--- src/rtl/mem_port_arbiter.sv ---
// mem_port_arbiter: round-robin arbiter that funnels N_PORTS client request
// and write-data channels onto one downstream memory port and routes
// responses back by the port index carried in the upper tag bits.
// Optional feature macro: MEM_ARB_STATS_EN enables the per-port grant counters;
// without it stat_grants is tied to zero.
module mem_port_arbiter #(
    parameter int N_PORTS   = 2,
    parameter int IDX_BITS  = 1,
    parameter int ADDR_BITS = 28,
    parameter int DATA_BITS = 128,
    parameter int TAG_BITS  = 5
) (
    input  logic                              clk,
    input  logic                              reset,
    input  logic [N_PORTS-1:0]                c_req_valid,
    input  logic [N_PORTS-1:0]                c_req_rw,
    input  logic [N_PORTS*ADDR_BITS-1:0]      c_req_addr,
    input  logic [N_PORTS*TAG_BITS-1:0]       c_req_tag,
    output logic [N_PORTS-1:0]                c_req_ready,
    input  logic [N_PORTS-1:0]                c_req_data_valid,
    input  logic [N_PORTS*DATA_BITS-1:0]      c_req_data_bits,
    input  logic [N_PORTS*DATA_BITS/8-1:0]    c_req_data_mask,
    output logic [N_PORTS-1:0]                c_req_data_ready,
    output logic [N_PORTS-1:0]                c_resp_valid,
    output logic [TAG_BITS-1:0]               c_resp_tag,
    output logic [DATA_BITS-1:0]              c_resp_data,
    output logic                              mem_req_valid,
    output logic                              mem_req_rw,
    output logic [ADDR_BITS-1:0]              mem_req_addr,
    output logic [IDX_BITS+TAG_BITS-1:0]      mem_req_tag,
    input  logic                              mem_req_ready,
    output logic                              mem_req_data_valid,
    output logic [DATA_BITS-1:0]              mem_req_data_bits,
    output logic [DATA_BITS/8-1:0]            mem_req_data_mask,
    input  logic                              mem_req_data_ready,
    input  logic                              mem_resp_valid,
    input  logic [IDX_BITS+TAG_BITS-1:0]      mem_resp_tag,
    input  logic [DATA_BITS-1:0]              mem_resp_data,
    output logic                              resp_err,
    output logic [N_PORTS*32-1:0]             stat_grants
);

    localparam int MASK_BITS = DATA_BITS / 8;

    typedef enum logic [1:0] {
        ST_IDLE  = 2'd0,
        ST_REQ   = 2'd1,
        ST_WDATA = 2'd2
    } state_t;

    state_t                state_q, state_d;
    logic [IDX_BITS-1:0]   g_q, g_d;
    logic [IDX_BITS-1:0]   last_q, last_d;
    logic                  resp_err_q, resp_err_d;

    logic [ADDR_BITS-1:0]  addr_a [N_PORTS];
    logic [TAG_BITS-1:0]   tag_a  [N_PORTS];
    logic [DATA_BITS-1:0]  data_a [N_PORTS];
    logic [MASK_BITS-1:0]  mask_a [N_PORTS];

    logic [IDX_BITS-1:0]   pick_s;
    logic [N_PORTS-1:0]    grant_oh_s;
    logic                  sel_valid_s, sel_rw_s, sel_dvalid_s;
    logic                  req_fire_s, data_fire_s, bad_resp_s;
    logic [IDX_BITS-1:0]   resp_idx_s;

    // Unpack the flattened client buses into per-port arrays.
    for (genvar p = 0; p < N_PORTS; p++) begin : g_unpack
        assign addr_a[p] = c_req_addr[p*ADDR_BITS +: ADDR_BITS];
        assign tag_a[p]  = c_req_tag[p*TAG_BITS +: TAG_BITS];
        assign data_a[p] = c_req_data_bits[p*DATA_BITS +: DATA_BITS];
        assign mask_a[p] = c_req_data_mask[p*MASK_BITS +: MASK_BITS];
    end

    assign sel_valid_s  = c_req_valid[g_q];
    assign sel_rw_s     = c_req_rw[g_q];
    assign sel_dvalid_s = c_req_data_valid[g_q];
    assign req_fire_s   = (state_q == ST_REQ) && sel_valid_s && mem_req_ready;
    assign data_fire_s  = sel_dvalid_s && mem_req_data_ready;

    // Request/data payload always follows the granted port; valids qualify it.
    assign mem_req_rw        = sel_rw_s;
    assign mem_req_addr      = addr_a[g_q];
    assign mem_req_tag       = {g_q, tag_a[g_q]};
    assign mem_req_data_bits = data_a[g_q];
    assign mem_req_data_mask = mask_a[g_q];

    // Round-robin pick: lowest requester above last, else lowest requester overall.
    always_comb begin
        logic [IDX_BITS-1:0] pick_hi, pick_lo;
        logic                hi_found;
        pick_hi  = '0;
        pick_lo  = '0;
        hi_found = 1'b0;
        for (int p = N_PORTS - 1; p >= 0; p--) begin
            pick_lo  = c_req_valid[p] ? IDX_BITS'(p) : pick_lo;
            pick_hi  = (c_req_valid[p] && (IDX_BITS'(p) > last_q)) ? IDX_BITS'(p) : pick_hi;
            hi_found = hi_found | (c_req_valid[p] && (IDX_BITS'(p) > last_q));
        end
        pick_s = hi_found ? pick_hi : pick_lo;
    end

    // One-hot decode of the granted port index.
    always_comb begin
        grant_oh_s = '0;
        for (int p = 0; p < N_PORTS; p++) begin
            grant_oh_s[p] = (g_q == IDX_BITS'(p));
        end
    end

    // Next-state and handshake outputs of the grant FSM.
    always_comb begin
        state_d            = state_q;
        g_d                = g_q;
        last_d             = last_q;
        mem_req_valid      = 1'b0;
        c_req_ready        = '0;
        mem_req_data_valid = 1'b0;
        c_req_data_ready   = '0;
        case (state_q)
            ST_IDLE: begin
                if (|c_req_valid) begin
                    g_d     = pick_s;
                    state_d = ST_REQ;
                end else begin
                    state_d = ST_IDLE;
                end
            end
            ST_REQ: begin
                mem_req_valid = sel_valid_s;
                c_req_ready   = grant_oh_s & {N_PORTS{mem_req_ready}};
                if (sel_rw_s) begin
                    mem_req_data_valid = sel_dvalid_s;
                    c_req_data_ready   = grant_oh_s & {N_PORTS{mem_req_data_ready}};
                end else begin
                    mem_req_data_valid = 1'b0;
                end
                if (req_fire_s) begin
                    last_d = g_q;
                    if (!sel_rw_s || data_fire_s) begin
                        state_d = ST_IDLE;
                    end else begin
                        state_d = ST_WDATA;
                    end
                end else begin
                    state_d = ST_REQ;
                end
            end
            ST_WDATA: begin
                mem_req_data_valid = sel_dvalid_s;
                c_req_data_ready   = grant_oh_s & {N_PORTS{mem_req_data_ready}};
                if (data_fire_s) begin
                    state_d = ST_IDLE;
                end else begin
                    state_d = ST_WDATA;
                end
            end
            default: begin
                state_d = ST_IDLE;
            end
        endcase
    end

    // Response routing by tag index; out-of-range indices are dropped and flagged.
    always_comb begin
        resp_idx_s   = mem_resp_tag[IDX_BITS+TAG_BITS-1 -: IDX_BITS];
        c_resp_valid = '0;
        for (int p = 0; p < N_PORTS; p++) begin
            c_resp_valid[p] = mem_resp_valid && (resp_idx_s == IDX_BITS'(p));
        end
        bad_resp_s = mem_resp_valid && (32'(resp_idx_s) >= 32'(N_PORTS));
        resp_err_d = resp_err_q | bad_resp_s;
    end

    assign c_resp_tag  = mem_resp_tag[TAG_BITS-1:0];
    assign c_resp_data = mem_resp_data;
    assign resp_err    = resp_err_q;

    // FSM, grant index, round-robin pointer and sticky error register.
    always_ff @(posedge clk or posedge reset) begin
        if (reset) begin
            state_q    <= ST_IDLE;
            g_q        <= '0;
            last_q     <= IDX_BITS'(N_PORTS - 1);
            resp_err_q <= 1'b0;
        end else begin
            state_q    <= state_d;
            g_q        <= g_d;
            last_q     <= last_d;
            resp_err_q <= resp_err_d;
        end
    end

`ifdef MEM_ARB_STATS_EN
    logic [31:0] grants_q [N_PORTS];
    logic [31:0] grants_d [N_PORTS];

    // Per-port grant counters advance on each accepted request, wrapping at 2^32.
    always_comb begin
        for (int p = 0; p < N_PORTS; p++) begin
            grants_d[p] = grants_q[p] + ((req_fire_s && grant_oh_s[p]) ? 32'd1 : 32'd0);
        end
    end

    // Grant counter registers.
    always_ff @(posedge clk or posedge reset) begin
        if (reset) begin
            for (int p = 0; p < N_PORTS; p++) begin
                grants_q[p] <= 32'd0;
            end
        end else begin
            for (int p = 0; p < N_PORTS; p++) begin
                grants_q[p] <= grants_d[p];
            end
        end
    end

    for (genvar p = 0; p < N_PORTS; p++) begin : g_stats
        assign stat_grants[p*32 +: 32] = grants_q[p];
    end
`else
    assign stat_grants = '0;
`endif

endmodule

--- config.mk ---
export PLATFORM = sky130hd
export DESIGN_NAME = mem_port_arbiter
export DESIGN_NICKNAME = d
export VERILOG_FILES = /design/src/rtl/mem_port_arbiter.sv
export SDC_FILE = /design/constraint.sdc
export NUM_CORES = 1
export LEC_CHECK = 0
export BUFFER_PORTS_ARGS = -buffer_cell sky130_fd_sc_hd__clkbuf_2
export CORE_AREA = 3 3 342 344
export DETAILED_ROUTE_END_ITERATION = 16
export DIE_AREA = 0 0 345 347
export GPL_ROUTABILITY_DRIVEN = 0
export MAX_ROUTING_LAYER = met4
export RECOVER_POWER = 25
export SLEW_MARGIN = 20
export SYNTH_ARGS = -nofsm -noshare
export SYNTH_HDL_FRONTEND = slang
export SYNTH_SLANG_ARGS = --single-unit
--- constraint.sdc ---
create_clock -name clk -period 1.6 [get_ports clk]
set_input_delay 0.08 -clock clk [delete_from_list [all_inputs] [get_ports clk]]
set_output_delay 0.08 -clock clk [all_outputs]
set_load 0.005 [all_outputs]
==> Yosys cells after proc, flatten, opt, wreduce, memory -nomap -nowiden <==
Index checks and enable logic that the tools add are counted.
{ "classes": {"n_eq_ne": 2, "muxes": 34, "order_cmp": 4, "bitwise_logic": 6, "n_reduce_logical": 13} }
{ "op_table": {"columns": ["cell", "count"], "rows": [
  ["128-bit two-way mux", 3],
  ["28-bit two-way mux", 3],
  ["16-bit two-way mux", 3],
  ["5-bit two-way mux", 3],
  ["1-bit two-way mux", 14],
  ["2-bit two-way mux", 5],
  ["1-bit logical AND", 7],
  ["2-bit case mux with 3 select lines", 1],
  ["2-bit AND", 2],
  ["2-bit case mux with 2 select lines", 1],
  ["2-bit AND reduction", 2],
  ["2-bit by 1-bit equality test with 1-bit output (second input constant)", 1],
  ["2-bit equality test (second input constant)", 1],
  ["2-bit greater-or-equal comparator (second input constant)", 1],
  ["1-bit greater-than comparator (first input constant)", 2],
  ["2-bit zero test", 1],
  ["1-bit by 2-bit less-than comparator with 1-bit output (second input constant)", 1],
  ["1-bit inverter", 2],
  ["1-bit inverter with 2-bit output", 1],
  ["1-bit case mux with 2 select lines", 1],
  ["2-bit OR reduction", 1],
  ["1-bit zero test", 1],
  ["1-bit logical OR", 1],
  ["1-bit bitwise OR", 1]
]} }
{ "totals": {"reg_bits": 4} }

==> Depth between registers and ports, before layout <==
{ "depth": {"depth_word": 7, "depth_mapped": 5, "mapped_depth_nobuf": 5} }

==> Worst setup path before layout <==
Ideal clock, no wire load.
{ "synth_timing": {"path_type": "reg-to-reg", "startpoint": "register state_q[1]", "endpoint": "register last_q", "period_less_slack_ns": 1.268, "t_arrival_ns": 1.186, "setup_time_ns": 0.082, "path_buffers": 0, "stages_incl_launch_ff": 6, "path_slack_ns": 0.332, "path_cell_list": "dfrtp_1 > inv_1 > ha_1 > nand2_1 > nor2_1 > mux2_2"} }
{ "synth_between": {"elab_chain_len": 4} }
{ "synth_rtl": {"columns": ["item", "line", "source"], "rows": [
  ["from (decl)", "51", "state_t state_q, state_d;"],
  ["from (signal assigned)", "187", "state_q <= state_d;"],
  ["2-bit by 1-bit equality test with 1-bit output (*)", "78, 120", null],
  ["1-bit logical AND (2 in series)", "78", "assign req_fire_s = (state_q == ST_REQ) && sel_valid_s && mem_req_ready;"],
  ["2-bit AND reduction (no line) (*)", null, null],
  ["to (signal assigned)", "184", "last_q <= IDX_BITS'(N_PORTS - 1);"],
  ["to (signal assigned)", "189", "last_q <= last_d;"],
  ["to (decl)", "53", "logic [IDX_BITS-1:0] last_q, last_d;"]
]} }
Mark *: on every way between the ends. The rest lies on a longest branch, timed or not.
A chain may end at the register's enable or synchronous reset.

==> Worst setup path after layout <==
{ "layout_timing": {"startpoint": "register g_q", "endpoint": "output port mem_req_data_bits[20]"} }
{ "layout_between": {"elab_chain_len": 4} }
{ "layout_rtl": {"columns": ["item", "line", "source"], "rows": [
  ["from (decl)", "52", "logic [IDX_BITS-1:0] g_q, g_d;"],
  ["from (signal assigned)", "188", "g_q <= g_d;"],
  ["1-bit inverter with 2-bit output (implied by the code)", "85", "assign mem_req_data_bits = data_a[g_q];"],
  ["128-bit two-way mux (implied by the code) (3 in series)", "85", null],
  ["to (decl)", "33", "output logic [DATA_BITS-1:0] mem_req_data_bits,"]
]} }
No other way between the ends. The select of a mux whose other input is x is not followed.

==> flow_metrics.tcl <==
set metrics [dict create \
    ys_ff_latch 4 \
    timing.final.crit_share_pct 114 \
    postLayoutSetupSlackWorst_ns -0.230 \
    area.growth.synth_to_final_pct 123 \
    clk_root_buffer_cell "clkbuf_16" \
    depth_of_the_cts_h_tree 1 \
    vias_per_cell 2.04 \
    failed_checks "setup timing" \
    pwr_density_cell_nw_per_um2 1380 \
    vias 4891 \
    die_width_um 345 \
    numPortBuffers 552 \
    gr-usage-all-layers_pct 11.2 \
    synth_cell_type_count 25 \
    critical_path.endpoint_type "output port" \
    postSynthCellCount 434 \
    crit-reg2reg-launch "g_q" \
    final_sum_of_negative_setup_slack_ns -23.29 \
    rows 124 \
    power.ir.vdd_worst_mv 0.894 \
    timing.clock.skew_ns 0.00378 \
    hpwlAfterDp_mm 66.6 \
    postRouteAntennaNets 0 \
    clock_sinks 4 \
    first_global_vias 5276 \
    critPathRequiredTime_ns 1.52 \
    grt_setup_unrepaired "true" \
    sequential_cell_area_um2 105 \
    critical_path_end "mem_req_data_bits[20]" \
    reg2reg_to "state_q[1]" \
    cts.clk_slew.worst_paths_ns 0.03 \
    overflow 0 \
    ctsLongestPathBuffers 2 \
    grt_start_max_net_pins 25 \
    timing.final.crit_period_ns 1.83 \
    netlist_area_um2 4050 \
    wl_per_cell_um 28.9 \
    area_of_combinational_cells_with_multiple_inputs_um2 2590 \
    tritoncts.num_buffers 3 \
    worst-endpoint-arrival_ns 1.75 \
    clock_tree_from_tritoncts "done" \
    synth_top_area_share_pct 49.5 \
    hold_path_startpoint "mem_resp_data[121]" \
    type_of_the_worst_min_delay_path "input port to output port" \
    drv_cap 0 \
    route.detailed.drc 0 \
    final_setup_fails 175 \
    avgSynthCellArea_um2 9.33 \
    dr.first_iter.drc_count 122 \
    crit_fanout 25 \
    floorplan.core_area_um2 114000 \
    ys_top_cells_by_area "mux2_2, buf_4, buf_6" \
    worst-setup-path-type "flip-flop to output port" \
    drive_gt1_share_pct 89.5 \
    worst_setup_path_start_kind "flip-flop" \
    nFillCells 13400 \
    synth-warning-count 0 \
    p_leak_nw 4.12 \
    final-max-slew-violation-count 0 \
    layout.cell_area.non_filler_um2 9040 \
    nNetsFinal 1379 \
    regToRegSetupSlack_ns 0.06 \
    cell_taking_the_most_area_after_synthesis "mux2_2" \
    place_area_um2 7670 \
    die_area_um2 120000 \
    rr_worst_depth 5 \
    startpoint "g_q" \
    synth_sequential_area_ratio_pct 2.50 \
    floorplan.initialDensity_pct 3.55 \
    status "finished with violations" \
    total_wire_length_after_detailed_routing_mm 69.4 \
    number_of_antenna_violations_at_the_first_check_in_global_routing 21 \
    report.final.hold_viol_count 0 \
    wire_length_of_the_first_global_routing_pass_mm 79.9 \
    max_freq_mhz 547 \
    clkLatencyLatePin_ns 0.23 \
    die_height_um 347 \
    drt_first_pass_iters 6 \
    num_io_pins 884 \
]
-- kinds of logic after synthesis --
group                    synth area share, %
AND/OR/NAND/NOR                         2.13
adder cells (fa/ha/maj)                 1.24
other                                 0.0926
multiplexers                            50.4
buffers and inverters                   42.7
AO/OA/AOI/OAI                           1.02
flip-flops                              2.50
-- cell type report --
type	instances	area share [%]
tap	1512	20.9
inverter	4	0.166
multi-input combinational	270	28.7
sequential	4	1.16
timing repair buffer	593	47.8
antenna	15	0.415
clock buffer	4	0.872
-- where the power goes --
part / switching (mW) / total, mW / leakage (nW) / internal, mW
clock network: 0.0740 / 0.403 / 0.0382 / 0.329
logic: 5.72 / 11.9 / 4.04 / 6.17
registers: 0.0503 / 0.216 / 0.0460 / 0.166
total: 5.85 / 12.5 / 4.12 / 6.67
-- per-layer routing --
layer	track usage [%]	vias to the layer above	wire (um)
met5	-	-	0
met1	11.5	2172	25000
met4	1.36	0	1130
met3	8.92	30	12800
met2	17.3	572	30500
li1	-	2117	-
-- synthesized netlist by cell type --
| cell | n |
|---|---|
| dfstp_2 | 1 |
| conb_1 | 1 |
| and2_1 | 1 |
| and4b_1 | 1 |
| mux2i_1 | 2 |
| ha_1 | 4 |
| nand4b_1 | 1 |
| a32o_1 | 1 |
| mux2_2 | 178 |
| nor2b_1 | 3 |
| buf_2 | 1 |
| mux2_4 | 1 |
| a21oi_2 | 1 |
| buf_6 | 17 |
| nand2_1 | 3 |
| o21ai_0 | 2 |
| a21oi_1 | 1 |
| and3_1 | 1 |
| dfrtp_1 | 3 |
| nor4bb_1 | 1 |
| nor2_1 | 2 |
| inv_1 | 4 |
| buf_4 | 202 |
| nor3b_1 | 1 |
| a211oi_1 | 1 |
-- timing repair --
action                                  4_1_cts  5_1_grt
endpoints found under the setup margin      176      179
gates cloned                                  8        1
resized for setup                           185      106
setup buffers                                 6        0
pin swaps                                     2        0
hold endpoints to repair                      3        0
hold buffers                                  1        0
-- flip-flops by register name (all words and copies together), names as in the netlist --
register / cells
g_q: 1
last_q: 1
state_q: 2
-- worst max-delay path, cell delays in order (launching register included) --
cell and delay (ns):
dfrtp_4 0.50, buf_16 0.17, buf_6 0.23, mux2_2 0.32, clkbuf_2 0.17
-- metrics by stage --
step	hold WS (ns)	utilization, %	instances	power (mW)	setup WS [ns]
floorplan	-0.155	-	498	4.29	0.332
global placement	0.00562	6.72	2368	9.83	-0.355
detailed placement	0.00205	6.72	2368	9.88	-0.331
CTS	0.160	7.70	2387	12.6	-0.228
global route	0.160	7.91	2400	13.4	-0.244
finish	0.160	7.92	2402	12.5	-0.230
-- worst min path at each step --
| stage | slack, ns | depth (start not counted) | end |
|---|---|---|---|
| 6_report | 0.16 | 0 | c_resp_data[121] |
| 5_1_grt | 0.16 | 0 | c_resp_data[125] |
| 4_1_cts | 0.16 | 0 | c_resp_data[104] |
| 3_5_place_dp | 0.002 | 2 | g_q |
| 3_3_place_gp | 0.006 | 2 | g_q |
| 2_1_floorplan | -0.15 | 1 | g_q |
-- cells in the final DEF (no fill, tap or decap), drive strengths merged --
cell type    Yosys  final
nand4b           1      1
mux2i            2      2
nor2b            3      3
mux2           179    179
nor4bb           1      1
and4b            1      1
and2             1      1
dfrtp            3      3
dfstp            1      1
o21ai            2      2
a211oi           1      1
clkbuf           0    482
ha               4      4
a32o             1      1
and3             1      1
a21oi            2      2
diode            0     15
inv              4      4
nor2             2      2
dlygate4sd3      0      1
nand2            3      3
buf            220    114
nor3b            1      1
conb             1     65
Note: power is estimated with default switching activity, not from simulation.
